--- src/rtl/branch_predictor_if.sv ---
// Fetch-prediction and EX-resolution signals of the branch predictor.
// The pipeline side is the master and the predictor is the slave.
interface branch_predictor_if #(
  parameter int XLEN = 32
);
  logic [XLEN-1:0] pc_f;
  logic            pred_taken;
  logic [XLEN-1:0] pred_target;
  logic            upd_valid;
  logic [XLEN-1:0] upd_pc;
  logic            upd_taken;
  logic [XLEN-1:0] upd_target;
  logic            upd_pred_taken;
  logic [XLEN-1:0] upd_pred_target;
  logic            mispredict;
  logic [XLEN-1:0] redirect_pc;
  logic [31:0]     br_count;
  logic [31:0]     mispred_count;

  modport master (
    output pc_f, upd_valid, upd_pc, upd_taken, upd_target, upd_pred_taken, upd_pred_target,
    input  pred_taken, pred_target, mispredict, redirect_pc, br_count, mispred_count
  );

  modport slave (
    input  pc_f, upd_valid, upd_pc, upd_taken, upd_target, upd_pred_taken, upd_pred_target,
    output pred_taken, pred_target, mispredict, redirect_pc, br_count, mispred_count
  );
endinterface

--- src/rtl/branch_predictor.sv ---
// Direct-mapped branch predictor: 2-bit saturating counters with tag and target,
// same-cycle prediction for IF, mispredict/redirect for EX, saturating perf counters.
module branch_predictor #(
  parameter int ENTRIES = 16,
  parameter int IDX_W   = 4,
  parameter int XLEN    = 32
) (
  input logic               clk,
  input logic               rst,
  branch_predictor_if.slave bus
);
  localparam int TAG_W = XLEN - IDX_W - 2;

  typedef logic [IDX_W-1:0] idx_t;
  typedef logic [TAG_W-1:0] tag_t;
  typedef logic [XLEN-1:0]  addr_t;

  localparam logic [1:0] CTR_RESET = 2'b01;
  localparam logic [1:0] CTR_ALLOC = 2'b10;

  logic [ENTRIES-1:0] valid_q, valid_d;
  logic [1:0]         ctr_q    [ENTRIES];
  logic [1:0]         ctr_d    [ENTRIES];
  tag_t               tag_q    [ENTRIES];
  tag_t               tag_d    [ENTRIES];
  addr_t              target_q [ENTRIES];
  addr_t              target_d [ENTRIES];
  logic [31:0]        br_count_q, br_count_d;
  logic [31:0]        mispred_count_q, mispred_count_d;

  idx_t  idx_f, idx_u;
  tag_t  tag_f, tag_u;
  logic  hit_u;
  logic  mispredict_raw;

  // Word-alignment bits of the PCs carry no index or tag information.
  logic unused_pc_bits;
  assign unused_pc_bits = ^{bus.pc_f[1:0], bus.upd_pc[1:0]};

  assign idx_f = bus.pc_f[IDX_W+1:2];
  assign tag_f = bus.pc_f[XLEN-1:IDX_W+2];
  assign idx_u = bus.upd_pc[IDX_W+1:2];
  assign tag_u = bus.upd_pc[XLEN-1:IDX_W+2];
  assign hit_u = valid_q[idx_u] && (tag_q[idx_u] == tag_u);

  // Prediction reads the registered table, so a same-cycle update is not seen.
  assign bus.pred_taken  = valid_q[idx_f] && (tag_q[idx_f] == tag_f) && ctr_q[idx_f][1];
  assign bus.pred_target = target_q[idx_f];

  assign mispredict_raw  = (bus.upd_pred_taken != bus.upd_taken) ||
                           (bus.upd_taken && bus.upd_pred_taken &&
                            (bus.upd_pred_target != bus.upd_target));
  assign bus.mispredict  = bus.upd_valid && mispredict_raw;
  assign bus.redirect_pc = !bus.upd_valid ? '0 :
                           bus.upd_taken  ? bus.upd_target : bus.upd_pc + addr_t'(4);

  assign bus.br_count      = br_count_q;
  assign bus.mispred_count = mispred_count_q;

  always_comb begin
    // NOTE: every next-state variable takes its hold value first, so no path infers a latch.
    valid_d         = valid_q;
    ctr_d           = ctr_q;
    tag_d           = tag_q;
    target_d        = target_q;
    br_count_d      = br_count_q;
    mispred_count_d = mispred_count_q;

    if (bus.upd_valid) begin
      if (hit_u) begin
        if (bus.upd_taken) begin
          if (ctr_q[idx_u] != 2'b11) ctr_d[idx_u] = ctr_q[idx_u] + 2'd1;
          target_d[idx_u] = bus.upd_target;
        end else if (ctr_q[idx_u] != 2'b00) begin
          ctr_d[idx_u] = ctr_q[idx_u] - 2'd1;
        end
      end else if (bus.upd_taken) begin
        valid_d[idx_u]  = 1'b1;
        tag_d[idx_u]    = tag_u;
        target_d[idx_u] = bus.upd_target;
        ctr_d[idx_u]    = CTR_ALLOC;
      end

      if (br_count_q != '1) br_count_d = br_count_q + 32'd1;
      if (mispredict_raw && (mispred_count_q != '1)) mispred_count_d = mispred_count_q + 32'd1;
    end
  end

  // NOTE: the table lives in flops and is fully cleared by reset; an empty table must
  // never predict taken, and reset takes priority over any update in the same cycle.
  always_ff @(posedge clk) begin
    // NOTE: non-blocking assignments keep every flop sampling pre-edge values.
    if (rst) begin
      valid_q         <= '0;
      br_count_q      <= '0;
      mispred_count_q <= '0;
      for (int i = 0; i < ENTRIES; i++) begin
        ctr_q[i]    <= CTR_RESET;
        tag_q[i]    <= '0;
        target_q[i] <= '0;
      end
    end else begin
      valid_q         <= valid_d;
      ctr_q           <= ctr_d;
      tag_q           <= tag_d;
      target_q        <= target_d;
      br_count_q      <= br_count_d;
      mispred_count_q <= mispred_count_d;
    end
  end
endmodule

--- src/flat_wrapper.sv ---
// flat-port wrapper written by rule: the top's interface ports become plain ports
module branch_predictor_flat 
#(
  parameter int ENTRIES = 16,
  parameter int IDX_W   = 4,
  parameter int XLEN    = 32
)
  (clk, rst, bus_pc_f, bus_upd_valid, bus_upd_pc, bus_upd_taken, bus_upd_target, bus_upd_pred_taken, bus_upd_pred_target, bus_pred_taken, bus_pred_target, bus_mispredict, bus_redirect_pc, bus_br_count, bus_mispred_count);
  branch_predictor_if #(.XLEN(XLEN)) bus_i ();
  input logic clk;
  input logic rst;
  input wire logic [$bits(bus_i.pc_f)-1:0] bus_pc_f;
  input wire logic [$bits(bus_i.upd_valid)-1:0] bus_upd_valid;
  input wire logic [$bits(bus_i.upd_pc)-1:0] bus_upd_pc;
  input wire logic [$bits(bus_i.upd_taken)-1:0] bus_upd_taken;
  input wire logic [$bits(bus_i.upd_target)-1:0] bus_upd_target;
  input wire logic [$bits(bus_i.upd_pred_taken)-1:0] bus_upd_pred_taken;
  input wire logic [$bits(bus_i.upd_pred_target)-1:0] bus_upd_pred_target;
  output wire logic [$bits(bus_i.pred_taken)-1:0] bus_pred_taken;
  output wire logic [$bits(bus_i.pred_target)-1:0] bus_pred_target;
  output wire logic [$bits(bus_i.mispredict)-1:0] bus_mispredict;
  output wire logic [$bits(bus_i.redirect_pc)-1:0] bus_redirect_pc;
  output wire logic [$bits(bus_i.br_count)-1:0] bus_br_count;
  output wire logic [$bits(bus_i.mispred_count)-1:0] bus_mispred_count;
  assign bus_i.pc_f = bus_pc_f;
  assign bus_i.upd_valid = bus_upd_valid;
  assign bus_i.upd_pc = bus_upd_pc;
  assign bus_i.upd_taken = bus_upd_taken;
  assign bus_i.upd_target = bus_upd_target;
  assign bus_i.upd_pred_taken = bus_upd_pred_taken;
  assign bus_i.upd_pred_target = bus_upd_pred_target;
  assign bus_pred_taken = bus_i.pred_taken;
  assign bus_pred_target = bus_i.pred_target;
  assign bus_mispredict = bus_i.mispredict;
  assign bus_redirect_pc = bus_i.redirect_pc;
  assign bus_br_count = bus_i.br_count;
  assign bus_mispred_count = bus_i.mispred_count;
  branch_predictor #(.ENTRIES(ENTRIES), .IDX_W(IDX_W), .XLEN(XLEN)) u_core (.clk(clk), .rst(rst), .bus(bus_i));
endmodule
--- config.mk ---
export PLATFORM = sky130hd
export DESIGN_NAME = branch_predictor_flat
export DESIGN_NICKNAME = d
export VERILOG_FILES = /design/src/rtl/branch_predictor_if.sv /design/src/rtl/branch_predictor.sv /design/src/flat_wrapper.sv
export SDC_FILE = /design/constraint.sdc
export NUM_CORES = 2
export LEC_CHECK = 0
export CAP_MARGIN = 20
export CORE_ASPECT_RATIO = 1.25
export CORE_MARGIN = 1.5
export CORE_UTILIZATION = 45
export CTS_CLUSTER_DIAMETER = 100
export DETAILED_ROUTE_END_ITERATION = 6
export GPL_TIMING_DRIVEN = 1
export HOLD_SLACK_MARGIN = 0.02
export PLACE_DENSITY_LB_ADDON = 0.08
export SLEW_MARGIN = 25
export SYNTH_ARGS = -nofsm -noshare
export SYNTH_HDL_FRONTEND = slang
export SYNTH_SLANG_ARGS = --single-unit
--- constraint.sdc ---
create_clock -name clk -period 7.2 [get_ports clk]
set_input_delay 2.16 -clock clk [delete_from_list [all_inputs] [get_ports clk]]
set_output_delay 2.16 -clock clk [all_outputs]
set_load 0.01 [all_outputs]
# == Word-level counts from Yosys, hierarchy flattened ==
# Index checks and enable logic that the tools add are counted.
# W data, S select, Z words.
# word_totals
regBits,1040
latch_bits,0
ram_bits,0
mem_bits_ro,0
input_bits,133
out_inout_bits,130
word_cells,133
mem_count,0
# op_classes
n_addsub,5
n_mul,0
div,0
n_lt_le_gt_ge,6
eq_ne,8
shifts,0
mux,38
n_bitwise,7
n_reduce_logical,18
# op_table
op,count
$bwmux W512,1
$bwmux W416,1
$mux W32,10
$bmux W26 S4,2
$mux W26,5
$bmux W32 S4,1
$demux W32 S4,1
$demux W26 S4,1
$add A32 B1 Y32 const B,2
$bwmux W32,2
$ne A32 B32 Y1 const B,2
$eq A26 B26 Y1,2
$add A32 B3 Y32 const B,1
$ne A32 B32 Y1,1
$or A16 B16 Y16,2
$and A16 B16 Y16,1
$bmux W2 S4,2
$not A16 Y16,1
$ge A5 B5 Y1 const B,2
$lt A4 B5 Y1 const B,2
$mux W2,5
$not A4 Y5,2
$logic_and A1 B1 Y1,9
$bmux W1 S4,2
other kinds (16),22

# == Depth between registers and ports, before layout ==
# depth
word_depth,9
mapped_depth,19
ltp_nobuf,11

# == Worst setup path before layout ==
# No wires, ideal clock.
# synth_timing
kind,input-to-output
from,in bus_pc_f[2]
to,out bus_pred_taken
arrival_time_ns,5.160
required_ns,5.040
slack_ns,-0.120
path_stages,9
path_buffers,3
path_cell_list,clkbuf_1 -> buf_1 -> buf_1 -> mux4_2 -> mux4_2 -> xor2_1 -> nor4_1 -> nand4_1 -> nor4_1
# synth_via
elab_chain_cells,7
word_cells_on_any_way,12
classes_between,1 x eq/ne; 8 x mux; 1 x bitwise; 2 x reduce/logical
# synth_rtl
item,line,rtl
"start, declared",flat_wrapper.sv:12,input wire logic [$bits(bus_i.pc_f)-1:0] bus_pc_f;
$not A4 Y5 (implied by the code),branch_predictor.sv:47,assign bus.pred_taken = valid_q[idx_f] && (tag_q[idx_f] == tag_f) && ctr_q[idx_f][1];
$bmux W26 S4,branch_predictor.sv:47,
$mux W26 (implied by the code) (2 in series),branch_predictor.sv:47,
$eq A26 B26 Y1,branch_predictor.sv:47,
$logic_and A1 B1 Y1,branch_predictor.sv:47,
$logic_and A1 B1 Y1 (*),branch_predictor.sv:47,
"end, declared",flat_wrapper.sv:19,output wire logic [$bits(bus_i.pred_taken)-1:0] bus_pred_taken;
# Mark *: on every way between the ends. The rest lies on a longest branch, timed or not. The select of a mux whose other input is x is not followed.

# == Final worst setup path ==
# layout_timing
from,in bus_upd_pc[17]
to,out bus_redirect_pc[31]
# layout_via
elab_chain_cells,3
# layout_rtl
item,line,rtl
"start, declared",flat_wrapper.sv:14,input wire logic [$bits(bus_i.upd_pc)-1:0] bus_upd_pc;
$add A32 B3 Y32,branch_predictor.sv:55,bus.upd_taken ? bus.upd_target : bus.upd_pc + addr_t'(4);
$mux W32,branch_predictor.sv:55,
$mux W32,branch_predictor.sv:54,assign bus.redirect_pc = !bus.upd_valid ? '0 :
"end, declared",flat_wrapper.sv:22,output wire logic [$bits(bus_i.redirect_pc)-1:0] bus_redirect_pc;
# No other way between the ends.

==> results.md <==
* Initial antenna violation count at 6
* Clock transition at path regs at 0.06 ns
* Placed Cells at 7295
* Area Overhead vs Synth at 17.69%
* Clock sink count at roughly 1000
* Main synth FF type: dfxtp_1
* Setup violations, final at 0
* Vias in the first global route at about 45000
* Mapped Cells at ~5900
* Unrepaired setup endpoints after global routing: yes
* DRC at 0
* Clock skew at 0.03181 ns
* Routed wl met2 at 98190 um
* Average wire per standard cell at between 20 and 30 um
* Synth warn at 0
* DR vias/cell at between 6 and 7
* Crit Path Category: input pin to output port
* Max clock buf depth at 3
* PwrDens at between 200 and 250 nW/um^2
* Initial DRC Count at a little over 6000
* CP Cell Sequence: clkdlybuf4s50_1 -> buf_12 -> and4_4 -> nand4_1 -> nor2_1 -> nand2_1 -> nor3_2 -> nand3_2 -> xor2_1 -> o21ai_0 -> and2_1 -> clkdlybuf4s50_1
* Ports at around 260
* Place WS at -0.8523 ns
* Least-Margin Pin Slew at 1.165 ns
* ANT nets after route at 0
* Fin crit period at between 7 and 8 ns
* Uppermost layer routed: met5
* Root Driver: clkbuf_16
* Met3 WL at 19880 um
* Final worst slack at 0.04807 ns
* CTS tree: done
* Core area at 113400 sq um
* Static Leakage at approximately 0.020 uW
* Initial core utilization at about 45%
* Reg2Reg Setup Slack at approximately 3.5 ns
* Min-delay worst type: register to register
* Async set or reset register ratio after synthesis at 0%
* TritonRoute pass-1 iters at 6
* Fmax at between 0.1 and 0.15 GHz
* Cts bufs inserted at 110
* Final critical-path share of the clock period at around 99%
* Die Wd at 305.8 um
* Final weighted congestion of routability-driven global placement at around 0.9
* Worst Hold Slack at approximately 0.45 ns
* Synthesized area per cell at approximately 8.7 sq um
* Worst rel slew slack at between 20% and 30%
* Design Area, Final at 60720 sq um
* GRT Overall Usage at between 30 and 40%
* Seq/Total Area, Yosys at 40.36%
* Overall Power at 13070 uW
* Overflow left after global routing at 0
* Wire length of the first global-routing pass at between 300000 and 400000 um
* # rows at 138
* Crit start category: input pin
* Highest-delay cell along the critical path: clkdlybuf4s50_1
* Crit Path Max Fanout at 2
* Mapped Area at 51590 sq um
* Vias at ~48000
* Later-pin clock latency in the skew report at ~0.76 ns
* Dpl hpwl at about 130000 um
* Die area at approximately 120000 sq um
* Final #Nets at between 6000 and 7000
* Cts hold-fix bufs at 0
* CP most frequent cell: clkdlybuf4s50_1
* IO Port Bufs at 260
* Post-synth EDFFs at 0
* Max rail drop VDD at approximately 0.0002 V
* Status: complete, no violations
* Met1 WL at between 80000 and 90000 um
* Fin cells at between 7000 and 8000
* WP data arrival at ~5 ns
* Syn nets at slightly above 6000
* Synthesis-stage register bit count at 1040
* H-tree levels at 3
* CP top delay family: simple AND/OR/NAND/NOR gates
* Fillers at just over 10000
* Final Hold Fails at 0
* # Max-Cap Violations at 0
* Share of cells above drive strength 1 at roughly 16%
* Required @ worst endpoint at between 5 and 6 ns
* Max-slew violations at 0
* Largest net degree at the start of global routing at between 200 and 250
* Synth cell types at between 70 and 80
* Die H at ~380 um
* Buffers & Inverters on Critical Path at 3
* Post-Place Cell Area at ~57000 sq um
* Critical Path Sink Type: output port
* Final WL at between 200000 and 250000 um
* Crit-path max cell delay at 0.54 ns
-- cell usage in the layout, fill, tap and decap left out, drive strengths merged, types with 5 or more instances in the layout --
master         netlist  routed
xnor2              108     108
o32ai               15      15
a21oi              962     962
nand4               36      36
nor2               121     121
dfxtp             1040    1040
o21ai              471     471
clkinv               0      21
clkdlybuf4s50        0     244
clkbuf             512     162
and3                14      14
a21o                 6       6
inv                 37      41
mux4               378     378
mux2i               75      75
xor2                53      53
bufinv               0      13
nand2             1129    1129
o211ai               6       6
a22oi               22      22
ha                   9       9
o32a                14      14
nor4                31      31
nand2b               9       9
buf                160     327
or3                 10      10
and4                12      12
nor3                57      57
mux2                20      20
o31ai                5       5
o22ai               12      12
nor2b               15      15
and2                34      34
nand3              494     494
-- repair_timing --
action / in CTS / in global routing
setup endpoints to repair: 7 / 6
resized for setup: 27 / 9
pin swaps: 4 / 1
setup buffers: 3 / 0
endpoints found under the hold margin: 0 / 0
-- metrics by stage --
step	TNS, ns	utilization (%)
3_3_place_gp	-1.784	50.01
2_1_floorplan	0	-
6_report	0	53.52
4_1_cts	0	53.50
3_5_place_dp	-1.841	50.04
5_1_grt	-0.01282	53.52
-- routing by layer --
metal	vias to the layer above	global-route usage (%)
li1	21070	-
met1	23650	45.92
met2	2625	56.36
met3	567	6.121
met4	2	19.87
met5	-	0
-- cell families (layout without fill, tap and decap cells) --
| group | count (synthesis) | after routing | synth area share [%] |
|---|---|---|---|
| xor gates and xnor gates | 161 | 161 | 2.733 |
| DFF | 1040 | 1040 | 40.36 |
| other | 0 | 2 | 0 |
| muxes | 473 | 473 | 18.53 |
| buffers and inverters | 709 | 814 | 5.588 |
| AOI/OAI and AO/OA | 1552 | 1552 | 15.85 |
| adders and majority gates | 9 | 9 | 0.2183 |
| and+or+nand+nor | 1979 | 1979 | 16.73 |
-- registers in the layout (all words and copies together), names as in the netlist --
name,flops
u_core.bus.mispred_count,32
u_core.target_q,512
u_core.ctr_q,32
u_core.valid_q,16
u_core.bus.br_count,32
u_core.tag_q,416
-- tightest hold or removal path, delay by kind of cell, from the launching register on --
kind,cells,cell delay [ns]
compound gates,1,0.05
flops,1,0.30
simple gates,1,0.05
-- synthesized netlist by cell type (all sizes together), types with 3 or more instances --
cell type | n | area share, %
a22oi | 22 | 0.32
a211oi | 3 | 0.044
xor2 | 53 | 0.90
nor3 | 57 | 0.56
a41oi | 3 | 0.051
and2 | 34 | 0.41
ha | 9 | 0.22
xnor2 | 108 | 1.8
nor4 | 31 | 0.38
a22o | 3 | 0.051
dfxtp | 1040 | 40
nand4 | 36 | 0.44
and3 | 14 | 0.17
nor2 | 121 | 0.88
o31ai | 5 | 0.099
clkbuf | 512 | 3.7
nand2 | 1129 | 8.2
mux2 | 20 | 0.44
a21o | 6 | 0.087
nand2b | 9 | 0.11
nand3b | 3 | 0.044
nor2b | 15 | 0.18
o211ai | 6 | 0.087
buf | 160 | 1.6
or2 | 4 | 0.049
nand3 | 494 | 4.8
mux4 | 378 | 17
or4 | 3 | 0.044
a21oi | 962 | 9.3
inv | 37 | 0.27
o21ai | 471 | 4.6
mux2i | 75 | 1.5
or3 | 10 | 0.12
and4 | 12 | 0.20
a221oi | 4 | 0.068
a211o | 4 | 0.068
o32ai | 15 | 0.27
o22ai | 12 | 0.15
o32a | 14 | 0.27
a221o | 3 | 0.058
-- power by group --
| part | switching, uW | internal [uW] |
|---|---|---|
| logic | 740 | 405 |
| registers | 28.1 | 5800 |
| clock network | 2540 | 3560 |
| total | 3310 | 9760 |
-- final timing paths --
check / start / end / cells after the start
setup / recovery: bus_upd_pc[17] / bus_redirect_pc[31] / 12
hold / removal: u_core.target_q[439] / u_core.target_q[439] / 2
setup reg to reg: u_core.tag_q[41] / u_core.ctr_q[22] / 10
hold reg to reg: u_core.target_q[439] / u_core.target_q[439] / 2
-- area by class of cell --
class / count / area [sq um] / share of cell area, %
Timing Repair Buffer: 576 / 5782 / 9.523
Inverter: 37 / 138.9 / 0.2287
Antenna cell: 2 / 5.005 / 0.008243
Clock buffer: 161 / 3214 / 5.294
Tap cell: 1470 / 1839 / 3.029
Sequential cell: 1040 / 20820 / 34.29
Clock inverter: 40 / 601.8 / 0.9912
Multi-Input combinational cell: 4174 / 28320 / 46.64
Power figures use the tool's default switching activity.
